--- src/rtl/cluster_clock_gate_ctrl_if.sv ---
`default_nettype none
// ============================================================================
// Module   : cluster_clock_gate_ctrl_if
// Purpose  : Config, requester handshake and gate-control signals of the
//            cluster clock-gating controller.
// Revision : 1.0 - initial release
// ============================================================================
interface cluster_clock_gate_ctrl_if #(
    parameter int NUM_REQ    = 4,
    parameter int IDLE_CNT_W = 8
);
    logic                  cfg_enable_i;
    logic [IDLE_CNT_W-1:0] cfg_idle_thresh_i;
    logic [NUM_REQ-1:0]    req_i;
    logic [NUM_REQ-1:0]    busy_i;
    logic [NUM_REQ-1:0]    gnt_o;
    logic                  clk_en_o;
    logic                  gated_o;
    logic [1:0]            state_o;

    // Controller side
    modport slave (
        input  cfg_enable_i, cfg_idle_thresh_i, req_i, busy_i,
        output gnt_o, clk_en_o, gated_o, state_o
    );

    // Requester / configuration side
    modport master (
        output cfg_enable_i, cfg_idle_thresh_i, req_i, busy_i,
        input  gnt_o, clk_en_o, gated_o, state_o
    );
endinterface
`default_nettype wire

--- src/rtl/cluster_clock_gate_ctrl.sv ---
`default_nettype none
// ============================================================================
// Module   : cluster_clock_gate_ctrl
// Purpose  : Idle-based clock-gating controller for one cluster clock domain.
// Revision : 1.0 - initial release
// ============================================================================
module cluster_clock_gate_ctrl #(
    parameter int NUM_REQ     = 4,
    parameter int IDLE_CNT_W  = 8,
    parameter int WAKE_CYCLES = 2
) (
    input  wire logic clk_i,
    input  wire logic rst_i,
    cluster_clock_gate_ctrl_if.slave bus
);

    localparam int WAKE_W = $clog2(WAKE_CYCLES + 1);
    localparam logic [WAKE_W-1:0] c_WAKE_LAST = WAKE_W'(WAKE_CYCLES - 1);

    generate
        if (WAKE_CYCLES < 1) begin : g_param_check
            $error("cluster_clock_gate_ctrl: WAKE_CYCLES must be >= 1");
        end
    endgenerate

    typedef enum logic [1:0] {
        ST_RUN       = 2'd0,
        ST_IDLE_WAIT = 2'd1,
        ST_GATED     = 2'd2,
        ST_WAKE      = 2'd3
    } state_t;

    state_t                r_state;
    state_t                w_state_nxt;
    logic [IDLE_CNT_W-1:0] r_idle_cnt;
    logic [IDLE_CNT_W-1:0] w_idle_cnt_nxt;
    logic [WAKE_W-1:0]     r_wake_cnt;
    logic [WAKE_W-1:0]     w_wake_cnt_nxt;
    logic                  r_gated;
    logic                  r_clk_en;
    logic [NUM_REQ-1:0]    r_gnt;
    logic                  w_activity;

    assign w_activity = (|bus.req_i) | (|bus.busy_i);

    always_ff @(posedge clk_i or posedge rst_i) begin
        if (rst_i) begin
            r_state    <= ST_RUN;
            r_idle_cnt <= '0;
            r_wake_cnt <= '0;
            r_gated    <= 1'b0;
            r_clk_en   <= 1'b1;
            r_gnt      <= '0;
        end else begin
            r_state    <= w_state_nxt;
            r_idle_cnt <= w_idle_cnt_nxt;
            r_wake_cnt <= w_wake_cnt_nxt;
            // Gate flags come straight from the next state so the enable is a
            // bare flop output and cannot glitch.
            r_gated    <= (w_state_nxt == ST_GATED);
            r_clk_en   <= (w_state_nxt != ST_GATED);
            r_gnt      <= bus.req_i & {NUM_REQ{r_state == ST_RUN}};
        end
    end

    always_comb begin
        w_state_nxt    = r_state;
        w_idle_cnt_nxt = r_idle_cnt;
        w_wake_cnt_nxt = r_wake_cnt;
        case (r_state)
            ST_RUN: begin
                if (bus.cfg_enable_i && !w_activity) begin
                    w_state_nxt    = ST_IDLE_WAIT;
                    w_idle_cnt_nxt = '0;
                end
            end
            ST_IDLE_WAIT: begin
                // Activity has priority over a threshold hit on the same edge.
                if (w_activity || !bus.cfg_enable_i) begin
                    w_state_nxt    = ST_RUN;
                    w_idle_cnt_nxt = '0;
                end else if (r_idle_cnt >= bus.cfg_idle_thresh_i) begin
                    w_state_nxt = ST_GATED;
                end else begin
                    w_idle_cnt_nxt = r_idle_cnt + 1'b1;
                end
            end
            ST_GATED: begin
                if (w_activity || !bus.cfg_enable_i) begin
                    w_state_nxt    = ST_WAKE;
                    w_wake_cnt_nxt = '0;
                end
            end
            ST_WAKE: begin
                // Settle period always runs to completion regardless of activity.
                w_wake_cnt_nxt = r_wake_cnt + 1'b1;
                if (r_wake_cnt == c_WAKE_LAST) begin
                    w_state_nxt = ST_RUN;
                end
            end
            default: begin
                w_state_nxt = ST_RUN;
            end
        endcase
    end

    assign bus.gnt_o    = r_gnt;
    assign bus.clk_en_o = r_clk_en;
    assign bus.gated_o  = r_gated;
    assign bus.state_o  = r_state;

endmodule
`default_nettype wire

--- src/flat_wrapper.sv ---
// flat-port wrapper written by rule: the top's interface ports become plain ports
module cluster_clock_gate_ctrl_flat 
#(
    parameter int NUM_REQ     = 4,
    parameter int IDLE_CNT_W  = 8,
    parameter int WAKE_CYCLES = 2
)
  (clk_i, rst_i, bus_cfg_enable_i, bus_cfg_idle_thresh_i, bus_req_i, bus_busy_i, bus_gnt_o, bus_clk_en_o, bus_gated_o, bus_state_o);
  cluster_clock_gate_ctrl_if #(.NUM_REQ(NUM_REQ), .IDLE_CNT_W(IDLE_CNT_W)) bus_i ();
  input  wire logic clk_i;
  input  wire logic rst_i;
  input wire logic [$bits(bus_i.cfg_enable_i)-1:0] bus_cfg_enable_i;
  input wire logic [$bits(bus_i.cfg_idle_thresh_i)-1:0] bus_cfg_idle_thresh_i;
  input wire logic [$bits(bus_i.req_i)-1:0] bus_req_i;
  input wire logic [$bits(bus_i.busy_i)-1:0] bus_busy_i;
  output wire logic [$bits(bus_i.gnt_o)-1:0] bus_gnt_o;
  output wire logic [$bits(bus_i.clk_en_o)-1:0] bus_clk_en_o;
  output wire logic [$bits(bus_i.gated_o)-1:0] bus_gated_o;
  output wire logic [$bits(bus_i.state_o)-1:0] bus_state_o;
  assign bus_i.cfg_enable_i = bus_cfg_enable_i;
  assign bus_i.cfg_idle_thresh_i = bus_cfg_idle_thresh_i;
  assign bus_i.req_i = bus_req_i;
  assign bus_i.busy_i = bus_busy_i;
  assign bus_gnt_o = bus_i.gnt_o;
  assign bus_clk_en_o = bus_i.clk_en_o;
  assign bus_gated_o = bus_i.gated_o;
  assign bus_state_o = bus_i.state_o;
  cluster_clock_gate_ctrl #(.NUM_REQ(NUM_REQ), .IDLE_CNT_W(IDLE_CNT_W), .WAKE_CYCLES(WAKE_CYCLES)) u_core (.clk_i(clk_i), .rst_i(rst_i), .bus(bus_i));
endmodule
--- config.mk ---
export PLATFORM = sky130hd
export DESIGN_NAME = cluster_clock_gate_ctrl_flat
export DESIGN_NICKNAME = d
export VERILOG_FILES = /design/src/rtl/cluster_clock_gate_ctrl_if.sv /design/src/rtl/cluster_clock_gate_ctrl.sv /design/src/flat_wrapper.sv
export SDC_FILE = /design/constraint.sdc
export NUM_CORES = 1
export LEC_CHECK = 0
export ABC_AREA = 1
export BUFFER_PORTS_ARGS = -buffer_cell sky130_fd_sc_hd__buf_2
export CAP_MARGIN = 20
export CORE_UTILIZATION = 45
export CTS_CLUSTER_SIZE = 20
export DETAILED_ROUTE_END_ITERATION = 6
export GPL_ROUTABILITY_DRIVEN = 0
export PLACE_DENSITY = 0.75
export SETUP_SLACK_MARGIN = 0.3
export SYNTH_ARGS = -nofsm -noshare
export SYNTH_HDL_FRONTEND = slang
export SYNTH_SLANG_ARGS = --single-unit
--- constraint.sdc ---
create_clock -name clk_i -period 1.6 [get_ports clk_i]
set_input_delay 0.32 -clock clk_i [delete_from_list [all_inputs] [get_ports clk_i]]
set_output_delay 0.32 -clock clk_i [all_outputs]
set_load 0.05 [all_outputs]
[Word level (Yosys, flattened, before mapping)]
Cells that the tools add are included.
Storage, ports and cells
  input bits: 19
  word-level logic and storage cells: 43
  register bits after elaboration: 18
  output and inout port bits: 8
Operators by class
  $lt $le $gt $ge: 1
  muxes and demuxes: 12
  add/subtract/negate cells: 2
  bitwise gates (word level): 2
  equal/unequal tests: 9
  reductions and logical operators: 11
Operator list (number)
  2-to-1 mux 8 bit: 3
  case mux 8 bit (2 select lines): 1
  2-to-1 mux 2 bit: 6
  adder 8 x 1 -> 8 bit (second input constant): 1
  greater-or-equal comparator 8 bit: 1
  case mux 2 bit (4 select lines): 1
  OR reduction 4 bit: 2
  == test 2 bit (second input constant): 3
  bitwise AND 4 bit: 1
  == test 2 x 1 -> 1 bit (second input constant): 2
  != test 2 bit (second input constant): 2
  case mux 2 bit (2 select lines): 1
  nonzero test 2 bit: 2
  != test 3 x 2 -> 1 bit (second input constant): 1
  AND reduction 3 bit: 1
  adder 2 x 1 -> 2 bit (second input constant): 1
  zero test 1 bit: 2
  zero test 2 bit: 1
  != test 2 x 1 -> 1 bit (second input constant): 1
  AND reduction 2 bit: 1
  logical AND 1 bit: 1
  logical OR 1 bit: 1
  OR 1 bit: 1

[Logic depth before layout (Yosys ltp)]
  word-level depth: 7
  mapped depth: 13
  gate-level depth less buffers: 13

[Least setup slack after synthesis]
OpenSTA, ideal clock, no wires.
  path type: register to register
  from: register u_core.r_state[0], in the netlist u_core.bus.state_o[0]
  to: register u_core.r_idle_cnt[4]
  arrival time: 1.388 ns
  path buffers: 0
  slack: 0.095 ns
  stages on the path, launching flop included: 6
  library setup time: 0.117 ns
  required time: 1.483 ns
  period minus slack after synthesis: 1.505 ns
  path through: dfrtp_1 inv_1 a21oi_4 nand2_4 nand2_1 nand2_1
Between the ends
  word-level cells in the longest chain between the ends: 3
  elaborated cells on any way between the ends: 7
  classes of those cells: eq/ne: 3; mux: 1; reduce/logical: 3
Ends and longest elaborated chain
  start: declaration: RTL line cluster_clock_gate_ctrl.sv:33  | state_t r_state;
  start signal: assignment: RTL line cluster_clock_gate_ctrl.sv:55  | r_state <= w_state_nxt;
  == test 2 x 1 -> 1 bit or zero test 2 bit (tied branches): RTL line cluster_clock_gate_ctrl.sv:70  | case (r_state)
  != test 3 x 2 -> 1 bit (no source line), or another cell as far along
  AND reduction 3 bit (no source line)
  end signal: assignment: RTL line cluster_clock_gate_ctrl.sv:56  | r_idle_cnt <= w_idle_cnt_nxt;
  end: declaration: RTL line cluster_clock_gate_ctrl.sv:35  | logic [IDLE_CNT_W-1:0] r_idle_cnt;
Parallel ways exist; a longest one is shown, timed or not.
A chain may end at the register's enable or synchronous reset.

[Worst setup path in the final report]
  from: register u_core.r_idle_cnt[0]
  to: register u_core.r_idle_cnt[2]
Between the ends
  word-level cells in the longest chain between the ends: 4
  elaborated cells on any way between the ends: 7
  classes of those cells: add/sub: 1; order compare: 1; eq/ne: 1; mux: 3; reduce/logical: 1
Ends and longest elaborated chain
  adder 8 x 1 -> 8 bit: RTL line cluster_clock_gate_ctrl.sv:85  | w_idle_cnt_nxt = r_idle_cnt + 1'b1;
  2-to-1 mux 8 bit: RTL line cluster_clock_gate_ctrl.sv:82  | end else if (r_idle_cnt >= bus.cfg_idle_thresh_i) begin
  2-to-1 mux 8 bit: RTL line cluster_clock_gate_ctrl.sv:79  | if (w_activity || !bus.cfg_enable_i) begin
  case mux 8 bit (2 select lines): RTL line cluster_clock_gate_ctrl.sv:70
Parallel ways exist; a longest one is shown, timed or not. The select of a mux whose other input is x is not followed.

==> summary.txt <==
Place
  • Cell Area, Placed: between 1000 and 1500 µm²
  • Placed insts: ~230
  • PortBufs: 26
  • Post-DP HPWL: ~2000 µm

Cells and area
  • # diodes: 0
  • Final net count: roughly 240
  • Fin area: between 1500 and 2000 µm²
  • Most frequent cells in the layout: 32 x nand2_1, 23 x inv_1, 23 x buf_2, 16 x nor2_1, 16 x buf_4
  • Most common cell after layout, fill and taps aside: nand2_1
  • Finished Layout Cells: between 200 and 250
  • Area grow syn2layout: 37.23%
  • Layout cells sized above 1: 0.4402

Yosys
  • Number of flops mapped to enable cells by yosys: 0
  • Synth async-reset ratio: 1.000
  • Total number of yosys warnings: 0
  • Post-synth cell types: 25
  • Synthesized area per cell: ~7.7 µm²
  • Cell count after synthesis: 163
  • Ys flop type: dfrtp_1
  • Post-Syn Area: about 1300 µm²
  • Post-synthesis sequential area ratio: 0.3603
  • Net count after synthesis: 192
  • Synth Register Bits: 18

Detailed routing
  • Post-route ant nets: 0
  • Routed length per instance: around 11 µm
  • Drt pass-1 iters: 4
  • Vias: 1168
  • Final wirelength: ~2600 µm
  • DRC: 0
  • Starting DRT DRC Count: 17
  • DR vias/cell: around 5

STA
  • Final hold vios: 0
  • Clock skew: approximately 0.0023 ns
  • Max Clk Rate: between 600 and 700 MHz
  • Slew HR: 0.8313
  • Slew at the pin with the worst max-slew slack: 0.2548 ns
  • Minimum clock period: 1.538 ns
  • Pins Over Slew Limit: 0
  • Final TNS setup: 0 ns
  • Final period util: 0.9615
  • Unrepaired setup endpoints after global routing: yes
  • Hold slack: roughly 0.017 ns
  • # setup viols final: 0

Critical path
  • Critical Path End: u_core.r_idle_cnt[2]$_DFFE_PP0P_
  • Setup CP Type: reg2reg
  • CP max FO: 8
  • Cell family with most CP delay: simple AND/OR/NAND/NOR gates
  • Crit path launch: u_core.r_idle_cnt[0]$_DFFE_PP0P_
  • CP max stage cell: dfrtp_1
  • CP startpoint kind: flip-flop
  • Largest stage delay on the critical path: about 0.4 ns
  • Worst path cell trace: inv_2 -> ha_4 -> nand2_2 -> nor2_4 -> nor2_1 -> nand2_1 -> nand2_2 -> nand2_4 -> nand2_4 -> nand2_4 -> nand2_1 -> nand2_1
  • Crit. path cell count: 12
  • R2R Setup Slk: slightly above 0.06 ns
  • Reg-to-reg startpoint: u_core.r_idle_cnt[0]$_DFFE_PP0P_
  • Crit path capture type: flip-flop
  • R2R Path End: u_core.r_idle_cnt[2]$_DFFE_PP0P_
  • CP required: around 1.8 ns
  • Crit path arrival time: approximately 1.7 ns
  • Worst Reg-to-Reg Cells: 12
  • Crit path buf inv count: 1

Global routing
  • First-pass GRT wire length: ~4400 µm
  • Gr usage total: 0.2061
  • Initial antenna violation count: 0
  • Pin count of the biggest net entering global routing: 19
  • Vias in the first global route: 1125
  • Grt ovf: 0

Clock tree
  • Worst-path clk slew: 0.11 ns
  • CTS tree: done
  • Cts bufs inserted: 3
  • Hold Buf Count CTS: 0
  • H-tree Lvls: 1
  • Sink Count: 18
  • Root buf cell: clkbuf_4
  • Clk buf depth: 2
  • Clock latency on the worst-skew pair: about 0.29 ns

Die
  • Die Width: around 55 µm
  • Die H: around 55 µm
  • Initial core utilization: 0.4926
  • Die ar.: approximately 3000 µm²
  • Core region area: between 2000 and 3000 µm²
  • I/O pin total: 27
  • Placement row count: 18

Min path
  • Worst hold path class: in2async

Flow run
  • Max cap viols: 0

Power
  • Maximum VDD drop: between 1000 and 1500 µV
  • LEAKAGE: about 0.93 nW
  • Power density over the cells: between 900 and 1000 nW/µm²

Run status
  • Status: finished, final reports clean
cells in the mapped netlist (2+ instances only):
library cell,n,area share
inv_2,6,0.018
dfrtp_1,17,0.34
inv_1,24,0.072
nor2_2,4,0.020
nor3_1,4,0.016
nor2_4,2,0.018
nand3_2,2,0.016
nor2_1,17,0.051
nand2_1,40,0.12
nand3_4,2,0.028
a21oi_1,4,0.016
xnor2_1,2,0.014
ha_1,10,0.10
nand3_1,11,0.044
nand2_2,6,0.030
xor2_1,3,0.021
stage by stage:
stage | util | power, mW | worst slack (ns)
after floorplan | - | 1.059 | 0.1591
final | 0.6760 | 1.570 | 0.06166
after global placement | 0.5841 | 1.183 | 0.03738
after detailed placement | 0.5841 | 1.200 | -0.03174
after global routing | 0.6760 | 1.678 | -0.07698
after CTS | 0.6303 | 1.531 | 0.09099
state kept, by name, summed over array words and instances, names as in the netlist:
signal and count:
u_core.r_wake_cnt 2, u_core.bus.clk_en_o 1, u_core.bus.state_o 2, u_core.r_idle_cnt 8, u_core.bus.gnt_o 4, u_core.bus.gated_o 1
timing repair:
action,CTS,global route
pin swaps,3,6
setup endpoints to repair,15,15
buffers inserted,5,4
endpoints found under the hold margin,0,0
resized for setup,8,20
cell type report:
type | count | area, µm²
fill | 221 | 824.5
multi-input combinational | 115 | 803.3
sequential | 18 | 454.2
timing repair buffer | 42 | 276.5
inverter | 30 | 112.6
tap | 30 | 37.54
clock buffer | 4 | 36.28
worst reg2reg max path, delay by kind of cell, from the launching register on:
family | cells | cell delay, ns
AND/OR/NAND/NOR | 10 | 0.75
flip-flops | 1 | 0.40
adder cells (fa/ha/maj) | 1 | 0.20
buffers and inverters | 1 | 0.08
routing by layer:
layer / vias up / track usage / share of wire
li1: 596 / - / -
met1: 528 / 0.2283 / 0.42
met2: 38 / 0.3936 / 0.52
met3: 6 / 0.03333 / 0.051
met4: 0 / 0.05983 / 0.014
met5: - / 0 / 0
cell families after synthesis:
family	after synthesis	synth area share
AND/OR/NAND/NOR	91	0.3643
adder cells (fa/ha/maj)	10	0.09980
XOR/XNOR	5	0.03494
flip-flops	18	0.3603
buffers and inverters	30	0.08982
AO/OA/AOI/OAI	9	0.05091
worst min path at each step:
stage                     slack [ns]  startpoint                          endpoint
final                           0.02       rst_i  u_core.r_wake_cnt[0]$_DFFE_PP0P_
after global routing            0.02       rst_i     u_core.bus.gnt_o[2]$_DFF_PP0_
after detailed placement        0.35       rst_i     u_core.bus.gnt_o[2]$_DFF_PP0_
after floorplan                 0.26       rst_i      u_core.bus.gated_o$_DFF_PP0_
after global placement          0.34       rst_i     u_core.bus.gnt_o[3]$_DFF_PP0_
after CTS                       0.03       rst_i     u_core.bus.gnt_o[2]$_DFF_PP0_
power breakdown:
group / switching, mW / internal, mW / leakage, nW
Combinational: 0.469 / 0.222 / 0.671
Sequential: 0.0562 / 0.540 / 0.234
Clock: 0.144 / 0.139 / 0.0210
Total: 0.669 / 0.901 / 0.926
Power figures use the tool's default switching activity.
